**src/rtl/bram_stream_pkg.sv**
```systemverilog
// Shared types and helpers for the BRAM stream reader.
// Optional feature macro: BRAM_STREAM_LAST_EN (adds an end-of-transfer marker per word).
package bram_stream_pkg;

    typedef enum logic [1:0] {
        ST_IDLE  = 2'd0,
        ST_READ  = 2'd1,
        ST_DRAIN = 2'd2
    } state_e;

    localparam int FIFO_DEPTH = 2;

    // Next word address; wraps to zero past the top of a 2**awidth space.
    function automatic logic [31:0] next_addr(input logic [31:0] addr, input int awidth);
        logic [31:0] mask;
        mask = (32'd1 << awidth) - 32'd1;
        return (addr + 32'd1) & mask;
    endfunction

endpackage

```
**src/rtl/bram_stream_if.sv**
```systemverilog
// Valid/ready word stream between the reader and the processing pipeline.
// With BRAM_STREAM_LAST_EN defined the stream also carries a last-word flag.
interface bram_stream_if #(
    parameter int DWIDTH = 32
);
    logic              valid;
    logic              ready;
    logic [DWIDTH-1:0] data;
`ifdef BRAM_STREAM_LAST_EN
    logic              last;

    modport master (output valid, output data, output last, input ready);
    modport slave  (input valid, input data, input last, output ready);
`else
    modport master (output valid, output data, input ready);
    modport slave  (input valid, input data, output ready);
`endif
endinterface

```
**src/rtl/bram_stream_skid_fifo.sv**
```systemverilog
// Two-entry output buffer absorbing BRAM read latency under back-pressure.
// Head entry is presented directly from storage registers.
module bram_stream_skid_fifo
    import bram_stream_pkg::*;
#(
    parameter int WIDTH = 32
) (
    input  logic             clk,
    input  logic             rst_n,
    input  logic             push_i,
    input  logic [WIDTH-1:0] wdata_i,
    input  logic             pop_i,
    output logic [WIDTH-1:0] rdata_o,
    output logic             valid_o,
    output logic [1:0]       count_o
);

    logic [WIDTH-1:0] mem_q [FIFO_DEPTH];
    logic             wr_ptr_q;
    logic             rd_ptr_q;
    logic [1:0]       count_q;
    logic [1:0]       count_d;

    // Occupancy update from push/pop.
    always_comb begin
        count_d = count_q;
        case ({push_i, pop_i})
            2'b10:   count_d = count_q + 2'd1;
            2'b01:   count_d = count_q - 2'd1;
            default: count_d = count_q;
        endcase
    end

    // Storage, pointers and occupancy.
    always_ff @(posedge clk or negedge rst_n) begin
        if (!rst_n) begin
            for (int i = 0; i < FIFO_DEPTH; i++) begin
                mem_q[i] <= '0;
            end
            wr_ptr_q <= 1'b0;
            rd_ptr_q <= 1'b0;
            count_q  <= 2'd0;
        end else begin
            if (push_i) begin
                mem_q[wr_ptr_q] <= wdata_i;
                wr_ptr_q        <= ~wr_ptr_q;
            end
            if (pop_i) begin
                rd_ptr_q <= ~rd_ptr_q;
            end
            count_q <= count_d;
        end
    end

    assign rdata_o = mem_q[rd_ptr_q];
    assign valid_o = (count_q != 2'd0);
    assign count_o = count_q;

endmodule

```
**src/rtl/bram_stream_reader.sv**
```systemverilog
// Reads LENGTH words from BASE through a 1-cycle-latency BRAM port onto a valid/ready stream.
// BRAM_STREAM_LAST_EN adds a per-word last flag on the stream interface.
module bram_stream_reader
    import bram_stream_pkg::*;
#(
    parameter int AWIDTH = 10,
    parameter int DWIDTH = 32
) (
    input  logic              clk,
    input  logic              rst_n,
    input  logic              start,
    input  logic [AWIDTH-1:0] base_addr,
    input  logic [AWIDTH:0]   length,
    output logic              busy,
    output logic              done,
    output logic              bram_en,
    output logic [AWIDTH-1:0] bram_addr,
    input  logic [DWIDTH-1:0] bram_dout,
    bram_stream_if.master     m
);

`ifdef BRAM_STREAM_LAST_EN
    localparam int LAST_W = 1;
`else
    localparam int LAST_W = 0;
`endif
    localparam int FW = DWIDTH + LAST_W;

    state_e            state_q, state_d;
    logic [AWIDTH-1:0] addr_q;
    logic [AWIDTH:0]   rem_q;
    logic              inflight_q;
    logic              busy_q;
    logic              done_q;
`ifdef BRAM_STREAM_LAST_EN
    logic              last_inflight_q;
`endif

    logic          fifo_valid_s;
    logic [1:0]    fifo_count_s;
    logic [FW-1:0] fifo_rdata_s;
    logic [FW-1:0] fifo_wdata_s;
    logic          pop_s;
    logic          room_s;
    logic          bram_en_s;
    logic          accept_s;
    logic          drain_done_s;
    logic          last_issue_s;

    assign pop_s        = fifo_valid_s && m.ready;
    // Words buffered plus the one in flight, net of this cycle's pop, must stay under two.
    assign room_s       = (({1'b0, fifo_count_s} + {2'b00, inflight_q}) < (3'd2 + {2'b00, pop_s}));
    assign accept_s     = (state_q == ST_IDLE) && start && !done_q;
    assign last_issue_s = bram_en_s && (rem_q == (AWIDTH+1)'(1));
    assign drain_done_s = (state_q == ST_DRAIN) && pop_s && (fifo_count_s == 2'd1) && !inflight_q;

    // FSM state register.
    always_ff @(posedge clk or negedge rst_n) begin
        if (!rst_n) begin
            state_q <= ST_IDLE;
        end else begin
            state_q <= state_d;
        end
    end

    // FSM next-state logic.
    always_comb begin
        state_d = state_q;
        case (state_q)
            ST_IDLE: begin
                if (accept_s && (length != '0)) state_d = ST_READ;
                else                             state_d = ST_IDLE;
            end
            ST_READ: begin
                if (last_issue_s) state_d = ST_DRAIN;
                else              state_d = ST_READ;
            end
            ST_DRAIN: begin
                if (drain_done_s) state_d = ST_IDLE;
                else              state_d = ST_DRAIN;
            end
            default: state_d = ST_IDLE;
        endcase
    end

    // FSM output logic: read issue follows consumer readiness within the cycle.
    always_comb begin
        bram_en_s = 1'b0;
        if ((state_q == ST_READ) && room_s) bram_en_s = 1'b1;
        else                                bram_en_s = 1'b0;
    end

    // Address, remaining count, in-flight tracking and status flags.
    always_ff @(posedge clk or negedge rst_n) begin
        if (!rst_n) begin
            addr_q          <= '0;
            rem_q           <= '0;
            inflight_q      <= 1'b0;
            busy_q          <= 1'b0;
            done_q          <= 1'b0;
`ifdef BRAM_STREAM_LAST_EN
            last_inflight_q <= 1'b0;
`endif
        end else begin
            inflight_q      <= bram_en_s;
`ifdef BRAM_STREAM_LAST_EN
            last_inflight_q <= last_issue_s;
`endif
            if (accept_s) begin
                addr_q <= base_addr;
                rem_q  <= length;
                busy_q <= (length != '0);
                done_q <= (length == '0);
            end else begin
                if (bram_en_s) begin
                    addr_q <= AWIDTH'(next_addr(32'(addr_q), AWIDTH));
                    rem_q  <= rem_q - (AWIDTH+1)'(1);
                end
                if (drain_done_s) busy_q <= 1'b0;
                done_q <= drain_done_s;
            end
        end
    end

`ifdef BRAM_STREAM_LAST_EN
    assign fifo_wdata_s = {last_inflight_q, bram_dout};
`else
    assign fifo_wdata_s = bram_dout;
`endif

    bram_stream_skid_fifo #(
        .WIDTH (FW)
    ) u_fifo (
        .clk     (clk),
        .rst_n   (rst_n),
        .push_i  (inflight_q),
        .wdata_i (fifo_wdata_s),
        .pop_i   (pop_s),
        .rdata_o (fifo_rdata_s),
        .valid_o (fifo_valid_s),
        .count_o (fifo_count_s)
    );

    assign busy      = busy_q;
    assign done      = done_q;
    assign bram_en   = bram_en_s;
    assign bram_addr = addr_q;
    assign m.valid   = fifo_valid_s;
    assign m.data    = fifo_rdata_s[DWIDTH-1:0];
`ifdef BRAM_STREAM_LAST_EN
    assign m.last    = fifo_valid_s && fifo_rdata_s[DWIDTH];
`endif

endmodule

```
**src/flat_wrapper.sv**
```systemverilog
// flat-port wrapper written by rule: the top's interface ports become plain ports
module bram_stream_reader_flat import bram_stream_pkg::*;
#(
    parameter int AWIDTH = 10,
    parameter int DWIDTH = 32
)
  (clk, rst_n, start, base_addr, length, busy, done, bram_en, bram_addr, bram_dout, m_valid, m_data, m_ready);
  bram_stream_if #(.DWIDTH(DWIDTH)) m_i ();
  input  logic clk;
  input  logic rst_n;
  input  logic start;
  input  logic [AWIDTH-1:0] base_addr;
  input  logic [AWIDTH:0] length;
  output logic busy;
  output logic done;
  output logic bram_en;
  output logic [AWIDTH-1:0] bram_addr;
  input  logic [DWIDTH-1:0] bram_dout;
  output wire logic [$bits(m_i.valid)-1:0] m_valid;
  output wire logic [$bits(m_i.data)-1:0] m_data;
  input wire logic [$bits(m_i.ready)-1:0] m_ready;
  assign m_valid = m_i.valid;
  assign m_data = m_i.data;
  assign m_i.ready = m_ready;
  bram_stream_reader #(.AWIDTH(AWIDTH), .DWIDTH(DWIDTH)) u_core (.clk(clk), .rst_n(rst_n), .start(start), .base_addr(base_addr), .length(length), .busy(busy), .done(done), .bram_en(bram_en), .bram_addr(bram_addr), .bram_dout(bram_dout), .m(m_i));
endmodule
```
**config.mk**
```make
export PLATFORM = sky130hd
export DESIGN_NAME = bram_stream_reader_flat
export DESIGN_NICKNAME = d
export VERILOG_FILES = /design/src/rtl/bram_stream_pkg.sv /design/src/rtl/bram_stream_if.sv /design/src/rtl/bram_stream_skid_fifo.sv /design/src/rtl/bram_stream_reader.sv /design/src/flat_wrapper.sv
export SDC_FILE = /design/constraint.sdc
export NUM_CORES = 1
export LEC_CHECK = 0
export BUFFER_PORTS_ARGS = -buffer_cell sky130_fd_sc_hd__buf_2
export CAP_MARGIN = 25
export CELL_PAD_IN_SITES_DETAIL_PLACEMENT = 0
export CELL_PAD_IN_SITES_GLOBAL_PLACEMENT = 1
export CORE_ASPECT_RATIO = 0.8
export CORE_MARGIN = 1
export CORE_UTILIZATION = 46
export CTS_CLUSTER_DIAMETER = 200
export CTS_CLUSTER_SIZE = 24
export DETAILED_ROUTE_END_ITERATION = 10
export GPL_TIMING_DRIVEN = 0
export PLACE_DENSITY = 0.95
export SLEW_MARGIN = 25
export SYNTH_ARGS = -nofsm -noshare
export SYNTH_HDL_FRONTEND = slang
export SYNTH_SLANG_ARGS = --single-unit
```
**constraint.sdc**
```tcl
create_clock -name clk -period 4.45 [get_ports clk]
set_clock_uncertainty 0.2 [all_clocks]
set_input_delay 0.89 -clock clk [delete_from_list [all_inputs] [get_ports clk]]
set_output_delay 0.89 -clock clk [all_outputs]
set_load 0.02 [all_outputs]
```
; Word-level counts from Yosys, hierarchy flattened
; Cells that the tools add are included.
[totals]
reg_bits = 94
out_inout_bits = 46
wordCells = 69
[op_classes]
n_addsub = 6
order_cmp = 4
n_eq_ne = 6
muxes = 19
bitwise = 4
reduce_logical = 19
[op_table]
columns = cell, n
row1 = $mux 32, 4
row2 = $bwmux 64, 1
row3 = $demux 32 s1, 1
row4 = $mux 11, 2
row5 = $mux 10, 2
row6 = $eq 11x1->1 const B, 1
row7 = $logic_not 11->1, 1
row8 = $reduce_bool 11->1, 1
row9 = $sub 11x1->11 const B, 1
row10 = $add 10x1->10 const B, 1
row11 = $logic_and 1x1->1, 10
row12 = $reduce_bool 2->1, 4
row13 = $eq 2x1->1 const B, 3
row14 = $pmux 2 s3, 1
row15 = $mux 1, 5
row16 = $eq 2x2->1 const B, 2
row17 = $ge 2x2->1 const B, 2
row18 = $mux 2, 2
row19 = $not 1->2, 2
row20 = $pmux 2 s2, 1
row21 = $add 2x1->3, 1
row22 = $add 2x1->3 const A, 1
row23 = $lt 3x3->1, 1
row24 = $add 2x1->2 const B, 1
row25 = other kinds (5), 7

; Longest topological paths before layout
[logic_depth]
word_depth = 9
ltp_mapped = 9

; Modules after synthesis
; A second synthesis with hierarchy kept.
[hier_totals]
hier_cells = 342
hier_area_um2 = 4445.5
[modules_own_cells]
columns = mod, n_inst, cells_each, area_each_um2, seq_area_each_um2
row1 = bram_stream_skid_fifo, 1, 185, 2931.6, 1701.6
row2 = bram_stream_reader, 1, 157, 1514.0, 650.6

; Least setup slack after synthesis
; OpenSTA, ideal clock, no wires.
[synth_timing]
kind = input port to output port
startpoint = input m_ready
endpoint = output bram_en
arrival_time_ns = 2.023
required_time_ns = 3.360
setup_slack_ns = 1.337
cell_stages = 5
path_buffers = 2
path_cell_list = or3b_2 a21o_1 inv_2 buf_2 buf_2
[synth_between]
elab_chain_cells = 5
[synth_lines]
columns = element, line
row1 = start: declaration, flat_wrapper.sv:21  ; input wire logic [$bits(m_i.ready)-1:0] m_ready;
row2 = $logic_and 1x1->1, bram_stream_reader.sv:50  ; assign pop_s = fifo_valid_s && m.ready;
row3 = $add 2x1->3, bram_stream_reader.sv:52  ; assign room_s = (({1'b0, fifo_count_s} + {2'b00, inflight_q}) < (3'd2 + {2'b00, pop_s}));
row4 = $lt 3x3->1, bram_stream_reader.sv:52
row5 = $logic_and 1x1->1, bram_stream_reader.sv:89  ; if ((state_q == ST_READ) && room_s) bram_en_s = 1'b1;
row6 = $mux 1, bram_stream_reader.sv:89
row7 = end: declaration, flat_wrapper.sv:16  ; output logic bram_en;
; No other way between the ends.

; Worst setup path in the final report
[layout_timing]
startpoint = register u_core.u_fifo.count_q[0] (netlist: u_core.u_fifo.count_o[0])
endpoint = output bram_en
[layout_between]
elab_chain_cells = 6
elab_cells_between_ends = 7
[layout_lines]
columns = element, line
row1 = start: declaration, bram_stream_skid_fifo.sv:21  ; logic [1:0] count_q;
row2 = start signal: assignment, bram_stream_skid_fifo.sv:51  ; count_q <= count_d;
row3 = $reduce_bool 2->1, bram_stream_skid_fifo.sv:56  ; assign valid_o = (count_q != 2'd0);
row4 = $logic_and 1x1->1, bram_stream_reader.sv:50
row5 = $add 2x1->3, bram_stream_reader.sv:52
row6 = $lt 3x3->1 (*), bram_stream_reader.sv:52
row7 = $logic_and 1x1->1 (*), bram_stream_reader.sv:89
row8 = $mux 1 (*), bram_stream_reader.sv:89
; Mark *: on every way between the ends. The rest lies on a longest branch, timed or not.

==> impl_results.md <==
- Buf+Inv Stages, Crit Path: 4
- Data arrival, critical path: 2.63 ns
- 1st-pass router iterations: 7
- Starting DRT DRC Count: 185
- Most frequent cells in the layout: buf_2, mux2_2, dfrtp_1
- Synth Instances: 354
- CTS-repair resized insts: 0
- Post-CTS setup buffers: 0
- Asr flop ratio synth: 100.0%
- Top cells by area, synth: dfrtp_1, mux2_2, ha_1
- WP depth: 7
- Worst path most repeated cell: buf_2
- Share of the synthesized area in the top cell type: 52.57%
- Clk buf depth: 2
- Reg power frac: 33.2%
- Peak supply drop: 0.0004191 V
- Clock slew at reported path FFs: 0.07 ns
- Pint: 0.002898 W
- Die Width: 112.3 microns
- Rows: 31
- Ant diodes: 0
- Syn nets: 419
- Compound-Gate Fraction of Synth Area: 7.383%
- Post-synthesis register bit count: 94
- Synthesized area: 4474 sq um
- Avg Inst Size Synth: 12.64 sq um
- Mux share of post-synthesis cell area: 25.78%
- H-tree depth: 3
- Via Count: 3285
- CP max stage cell: or3b_2
- WS Path Type: register to output port
- Met1 Track Usage GR: 27.93%
- Initial antenna violation count: 0
- Sink Count: 94
- Number of buffers created by CTS: 9
- Total core area: 9231 sq um
- Total power divided by cell area: 881.9 nW/um^2
- Residual DRC count: 3
- Min cycle time layout: 3.719 ns
- Fin area: 5483 sq um
- Setup slack, reg-to-reg: 1.66 ns
- RSZ-0062 raised after global routing: false
- GRT overflow: 0
- CP Capture Type: output port
- Primary FF master, synth: dfrtp_1
- Final Hold Fails: 0
- Comb pwr share: 49.9%
- Most common cell after layout, fill and taps aside: buf_2
- Initial Util: 48.47%
- Violated checks: DRC
- NetSw: 0.001937 W
- Top Family by Delay on Critical Path: buffers and inverters
- CP max FO: 11
- Cell taking the most area after synthesis: dfrtp_1
- Worst Setup SP: u_core.u_fifo.count_o[0]$_DFFE_PN0P_
- Setup_tns: 0 ns
- GP Congestion: 0.8372
- Unique masters post-synth: 48
- GR Util met2: 35.61%
- First-pass GRT wire length: 16970 microns
- Clk_lat worst skew: 0.33 ns
- CTS Hold Bufs: 0
- Worst setup slack after placement: 0.8554 ns
- LEAKAGE: 2.490 nW
- Fraction of layout cells with a size suffix above 1: 47.57%
- Largest net degree at the start of global routing: 57
- Total power: 0.004835 W
- Fin. max-slew vios: 0
- Fmax: 268.9 MHz
- CP required: 3.36 ns
- Number of synthesized flops with an enable pin: 0
- Slowest stage delay, CP: 0.46 ns
- Max-Slew Margin vs Limit: 57.34%
- Final critical-path share of the clock period: 83.57%
- Post-Synth Adder-Cell Area: 2.237%
- Top Usage Layer GRT: met2
- Reg2reg end: u_core.rem_q[3]$_DFFE_PN0P_
- CP endpoint: bram_en
- RR Startpoint: u_core.u_fifo.count_o[0]$_DFFE_PN0P_
- GR met3 Demand/Resource: 4.518%
- Tot GR Track Use: 21.28%
- Final net count: 533
- Cell Area, Placed: 5162 sq um
- Filler cell count: 750
- Die ar.: 10130 sq um
- Vias in the first global route: 3444
- Worst min path class: primary input to asynchronous set/reset pin
- Final worst slack: 0.7310 ns
- Max Cap Viol: 0
- Clock Power Share: 16.9%
- Largest family of logic cells by synthesized area: multiplexers
- Hold_ws: 0.2579 ns
- Sequential cell area fraction in the yosys report: 52.57%
- Port-buffer cells: 102
- Crit-path cells: ha_1 -> or3b_2 -> a21o_1 -> inv_2 -> buf_2 -> buf_2 -> buf_2
- Routed WL per cell: 17.41 microns
- FF-to-FF path depth: 7
- Drt via density: 5.587
- Drt total wl: 10240 microns
- CTS tree: done
- Final HPWL from detailed placement: 7572 microns
- XOR/XNOR Fraction of Synth Area: 1.174%
- ANT nets after route: 0
- I/O Pins: 103
- Ys Warns: 0
- Layout Area Growth over Synthesis: 22.54%
- CP Launch Type: register
- Post-Synth Simple-Gate Area: 8.194%
- Final setup viols: 0
- Die H: 90.21 microns
- Worst slew pin tran: 0.6399 ns
- Outcome: finished with violations
- Clk root buf: clkbuf_16
- Sw Share: 40.07%
-- stage by stage --
stage	util (%)	std cells
5_1_grt	59.39	588
3_3_place_gp	55.56	571
4_1_cts	59.39	588
2_1_floorplan	-	354
6_report	59.39	588
3_5_place_dp	55.92	572
-- layout make-up --
type                    instances  area, sq um  share of cell area, %
flip-flops and latches         94         2352                  42.90
clock inverters                 7        95.09                  1.734
well taps                     115        143.9                  2.624
plain buffers                  18        70.07                  1.278
inverters                      13        48.80                 0.8900
repair buffers                103        544.3                  9.927
clock buffers                   9        225.2                  4.108
multi-input cells             229         2003                  36.54
-- sequential cells by signal, indices dropped and copies added, names as in the netlist --
register and flops:
u_core.bram_addr 10, u_core.busy 1, u_core.done 1, u_core.inflight_q 1
u_core.rem_q 11, u_core.state_q 2, u_core.u_fifo.count_o 2, u_core.u_fifo.mem_q 64
u_core.u_fifo.rd_ptr_q 1, u_core.u_fifo.wr_ptr_q 1
-- worst min-delay path by stage --
stage,slack (ns),cells after the start,endpoint
global placement,0.26,1,u_core.busy$_DFFE_PN0P_
global route,0.28,1,u_core.rem_q[5]$_DFFE_PN0P_
CTS,0.26,1,u_core.rem_q[6]$_DFFE_PN0P_
finish,0.26,1,u_core.rem_q[6]$_DFFE_PN0P_
floorplan,0.25,1,u_core.rem_q[9]$_DFFE_PN0P_
detailed placement,0.26,1,u_core.busy$_DFFE_PN0P_
-- Yosys cell counts (all sizes together), types with 3 or more instances --
cell    count
o21ai       6
ha          8
mux2i       5
or4         3
a221o       6
nand3      10
a21o        3
nor3        8
mux2       98
nor2       11
xnor2       4
o211ai      3
buf         5
nor4        5
inv        13
dfrtp      94
nand2      19
clkbuf     13
-- power groups by stage --
stage                     Sequential [W]  Clock [W]  Combinational [W]
final                            0.00160   0.000816            0.00241
after global routing             0.00166   0.000874            0.00261
after CTS                        0.00160   0.000837            0.00243
after detailed placement         0.00161          0            0.00242
after global placement           0.00157          0            0.00234
after floorplan                  0.00159          0            0.00171
-- metal layers --
| metal | share of wire, % | vias up | wire length, microns |
|---|---|---|---|
| li1 | - | 1525 | - |
| met1 | 42 | 1647 | 4320 |
| met2 | 51 | 99 | 5201 |
| met3 | 5.5 | 14 | 563 |
| met4 | 1.5 | 0 | 152 |
| met5 | 0 | - | 0 |
-- cells by family after synthesis --
logic type	after synthesis
multiplexers	103
buffers and inverters	31
adder cells (fa/ha/maj)	8
flip-flops	94
AO/OA/AOI/OAI	42
XOR/XNOR	6
AND/OR/NAND/NOR	70
Power figures use the tool's default switching activity.
